File: config.mk
export PLATFORM = sky130hd
export DESIGN_NAME = intersection_controller
export DESIGN_NICKNAME = d
export VERILOG_FILES = /design/src/rtl/intersection_controller.sv
export SDC_FILE = /design/constraint.sdc
export NUM_CORES = 1
export LEC_CHECK = 0
export CAP_MARGIN = 20
export CORE_MARGIN = 2
export CORE_UTILIZATION = 56
export DETAILED_ROUTE_END_ITERATION = 12
export PLACE_DENSITY_LB_ADDON = 0.2
export SETUP_SLACK_MARGIN = 0.1
export SKIP_LAST_GASP = 1
export SLEW_MARGIN = 20
export SYNTH_ARGS = -nofsm -noshare
export SYNTH_HDL_FRONTEND = slang
export SYNTH_SLANG_ARGS = --single-unit
File: constraint.sdc
create_clock -name clk -period 3.2 [get_ports clk]
set_input_delay 0.96 -clock clk [delete_from_list [all_inputs] [get_ports clk]]
set_output_delay 0.96 -clock clk [all_outputs]
set_load 0.05 [all_outputs]
File: src/rtl/intersection_controller.sv
// Two-road intersection sequencer: NS rests green until a side-road or pedestrian
// request is latched, then runs yellow, all-red, EW green, yellow, all-red.
module intersection_controller #(
   parameter int unsigned NS_GREEN_MIN = 8,
   parameter int unsigned EW_GREEN_T   = 6,
   parameter int unsigned YELLOW_T     = 3,
   parameter int unsigned ALLRED_T     = 2,
   parameter int unsigned CNT_W        = 8
) (
   input  logic       clk,
   input  logic       reset,
   input  logic       ew_car,
   input  logic       ped_btn,
   output logic [1:0] ns_light,
   output logic [1:0] ew_light,
   output logic       walk,
   output logic       req_pending,
   output logic [2:0] phase
);

   localparam logic [1:0] Red    = 2'b00;
   localparam logic [1:0] Yellow = 2'b01;
   localparam logic [1:0] Green  = 2'b10;

   localparam logic [CNT_W-1:0] NsMinLast  = CNT_W'(NS_GREEN_MIN - 1);
   localparam logic [CNT_W-1:0] EwLast     = CNT_W'(EW_GREEN_T - 1);
   localparam logic [CNT_W-1:0] YellowLast = CNT_W'(YELLOW_T - 1);
   localparam logic [CNT_W-1:0] AllRedLast = CNT_W'(ALLRED_T - 1);

   typedef enum logic [2:0] {
      StNsGreen  = 3'd0,
      StNsYellow = 3'd1,
      StAllRedA  = 3'd2,
      StEwGreen  = 3'd3,
      StEwYellow = 3'd4,
      StAllRedB  = 3'd5
   } state_e;

   state_e           state_q, state_d;
   logic [CNT_W-1:0] timer_q, timer_d;
   logic             req_q, req_d;

   always_ff @(posedge clk) begin
      if (reset) begin
         state_q <= StAllRedB;
         timer_q <= '0;
         req_q   <= 1'b0;
      end else begin
         state_q <= state_d;
         timer_q <= timer_d;
         req_q   <= req_d;
      end
   end

   always_comb begin
      state_d = state_q;
      case (state_q)
         StNsGreen:  if (timer_q == NsMinLast && req_q) state_d = StNsYellow;
         StNsYellow: if (timer_q == YellowLast)         state_d = StAllRedA;
         StAllRedA:  if (timer_q == AllRedLast)         state_d = StEwGreen;
         StEwGreen:  if (timer_q == EwLast)             state_d = StEwYellow;
         StEwYellow: if (timer_q == YellowLast)         state_d = StAllRedB;
         StAllRedB:  if (timer_q == AllRedLast)         state_d = StNsGreen;
         default:                                       state_d = StAllRedB;
      endcase

      // NS green timer saturates so an idle main road never wraps back below the minimum
      if (state_d != state_q) begin
         timer_d = '0;
      end else if (state_q == StNsGreen && timer_q == NsMinLast) begin
         timer_d = timer_q;
      end else begin
         timer_d = timer_q + CNT_W'(1);
      end

      // A request arriving on the EW green entry edge must survive the clear
      if (ew_car || ped_btn) begin
         req_d = 1'b1;
      end else if (state_q == StAllRedA && state_d == StEwGreen) begin
         req_d = 1'b0;
      end else begin
         req_d = req_q;
      end
   end

   always_comb begin
      ns_light    = Red;
      ew_light    = Red;
      walk        = 1'b0;
      req_pending = req_q;
      phase       = state_q;
      case (state_q)
         StNsGreen:  ns_light = Green;
         StNsYellow: ns_light = Yellow;
         StEwGreen: begin
            ew_light = Green;
            walk     = 1'b1;
         end
         StEwYellow: ew_light = Yellow;
         default:    ;
      endcase
   end

endmodule

==> results.cfg <==
[outcome]
status = finished clean

[floorplanning]
row_count = 14
dieArea_sq_um = 1842
initial_core_util_pct = 58.35
core-area_sq_um = 1454
die_w_um = 42.92
dieHeight_um = 42.92
ioPinCount = 13

[cells_and_area]
final_core_util_pct = 66.95
syn_to_final_growth_pct = 14.75
instances_no_fill = 121
drive_gt1_share_pct = 18.10
layout.nets = 114
antennaDiodeCount = 0

[sta]
slew_violations = 0
fin_crit_ns = 2.947
fmax_mhz = 339.4
finalHoldViolCount = 0
rsz0062_at_grt = no
setup_viol = 0
finalClockSkew_ns = 0.01333
worstMarginPinSlew_ns = 0.5803
tns_ns = 0
post-route-period-util_pct = 92.09
maxSlewHeadroom_pct = 61.18
whs_ns = 0.5115

[synth]
ys.flop_type = dfxtp_1
syn_nets = 101
synth-seq-cells = 12
yosysTopAreaCell = dfxtp_1
synthTopCellsByCount = nor2_1, dfxtp_1, nand2_1, a21oi_1
yosys_warnings = 0
synthArstFlopShare_pct = 0
synth-edff-count = 0
ys_types = 42
synth_area_per_cell_sq_um = 9.025
netlist_instances = 94
yosysSeqAreaShare_pct = 28.32
yosysTopAreaCellShare_pct = 28.32
synth_most_common_cell = nor2_1
synth_area_sq_um = 848.3
yosys-top-cells-area = dfxtp_1, nor2_1, ha_1

[placement]
globalplace.congestion = 0.8687
place.detailed.hpwl_um = 1305
numPortBuffers = 12
place_inst = 118

[clock_network]
post_cts_buffers = 0
cts-buffers-inserted = 3
clk_latency_ns = 0.28
cts_hold_buf = 0
clock_sinks = 12
htree_num_levels = 1
cts_buffer_depth = 2
clkTransAtPathRegs_ns = 0.08
root_buffer = clkbuf_4
tritoncts = built

[route]
vias = 697
drc_errors = 0
ant_nets = 0
avgRoutedWirePerCell_um = 14.87
drt-initial-drc-count = 12
routed_wl_um = 1799
firstDrtPassIters = 4
viasPerCell = 5.760

[critical_path]
crit_buf_inv = 1
start_kind = flip-flop
crit_path_max_incr_delay_ns = 0.87
setup.worst_path.end_class = output port
crit_slowest_cell = clkdlybuf4s50_1
path_delay_family = buffers and inverters
critical_path.max_fanout = 14
worstPathRequired_ns = 2.24
worstPathArrival_ns = 1.99
path_class = flip-flop to output port
critical_path.cell_chain = nor3_2, clkdlybuf4s50_1

[pwr]
power_frac_seq_pct = 32.9
combPwrFrac_pct = 54.3
p_sw_uw = 368.3
p_leak_uw = 0.0003555
ir_drop_mv = 0.4987
total_power_uw = 756.0
swShare_pct = 48.72
pwr-share-clk_pct = 12.8
power_density_nw_per_um2 = 776.6
internal-power_uw = 387.7

[grt]
antenna_found_initial = 0
grt_overflow_total = 0
grt_pass1_wl_um = 2980
grt_pass1_vias = 701
track_usage_pct = 21.83
grt_max_degree = 16

[run]
max_cap_viol_count = 0

[worst_hold_path]
holdCritPathClass = flip-flop to flip-flop
[power groups by stage]
| stage | clock (uW) | combinational [uW] | sequential, uW |
|---|---|---|---|
| 6_report | 96.5 | 411 | 249 |
| 5_1_grt | 104 | 439 | 259 |
| 4_1_cts | 96.0 | 414 | 248 |
| 3_5_place_dp | 0 | 412 | 253 |
| 3_3_place_gp | 0 | 404 | 249 |
| 2_1_floorplan | 0 | 321 | 256 |
[worst min-delay path, cell delays in order (launching register included)]
cell and delay [ns]:
dfxtp_1 0.33, o41ai_1 0.07, a21oi_1 0.06
[registers in the layout, summed over array words and instances (netlist names)]
name and cells:
timer_q 8, req_pending 1, phase 3
[through the flow]
stage	setup slack (ns)	area [sq um]
floorplan	0.1596	848.3
global placement	0.4867	947.2
detailed placement	0.4445	947.2
CTS	0.1377	969.7
global route	0.1614	973.4
finish	0.2532	973.4
[metal layers]
metal  track usage [%]  vias up  routed length [um]
li1                  -      365                   -
met1             25.46      318                 837
met2             36.97       10                 891
met3             2.553        4                  38
met4             14.37        0                  31
met5                 0        -                   0
[repair_timing]
item / in CTS / in global routing
endpoints found under the setup margin: 0 / 3
hold endpoints to repair: 0 / 0
gates resized for setup: 0 / 2
[cell type report]
cell class / count / area [sq um]
Clock buffer: 3 / 22.52
Fill cell: 122 / 480.5
Inverter: 4 / 15.01
Multi-Input combinational cell: 74 / 551.8
Sequential cell: 12 / 241.5
Tap cell: 16 / 20.02
Timing Repair Buffer: 12 / 122.6
[cell usage in the layout, fill, tap and decap left out, drive strengths merged, types with 2 or more instances in the layout]
master / n
nor4: 2
a21oi: 6
a311oi: 2
ha: 3
clkdlybuf4s50: 11
nor2: 16
a211oi: 3
nand3: 3
dfxtp: 12
nand4: 4
inv: 4
clkbuf: 3
nor3: 4
nand2: 7
xnor2: 3
and2: 3
xor2: 2
o41ai: 2
a2111oi: 2
[worst paths after layout]
kind / endpoint / depth (start not counted) / slack (ns) / start
min reg2reg: req_pending / 2 / 0.51 / req_pending
max: ns_light[1] / 2 / 0.25 / phase[2]
min: req_pending / 2 / 0.51 / req_pending
max reg2reg: timer_q[2] / 4 / 1.40 / phase[2]
[cells by family after synthesis]
group,Yosys count,share of synthesized area [%]
fa+ha+maj,3,4.425
buf+inv,8,6.637
compound gates,19,21.24
xor+xnor,5,5.163
simple gates,45,31.27
flops,12,28.32
mux,2,2.949
No activity file was read; power rests on OpenSTA's default activity.
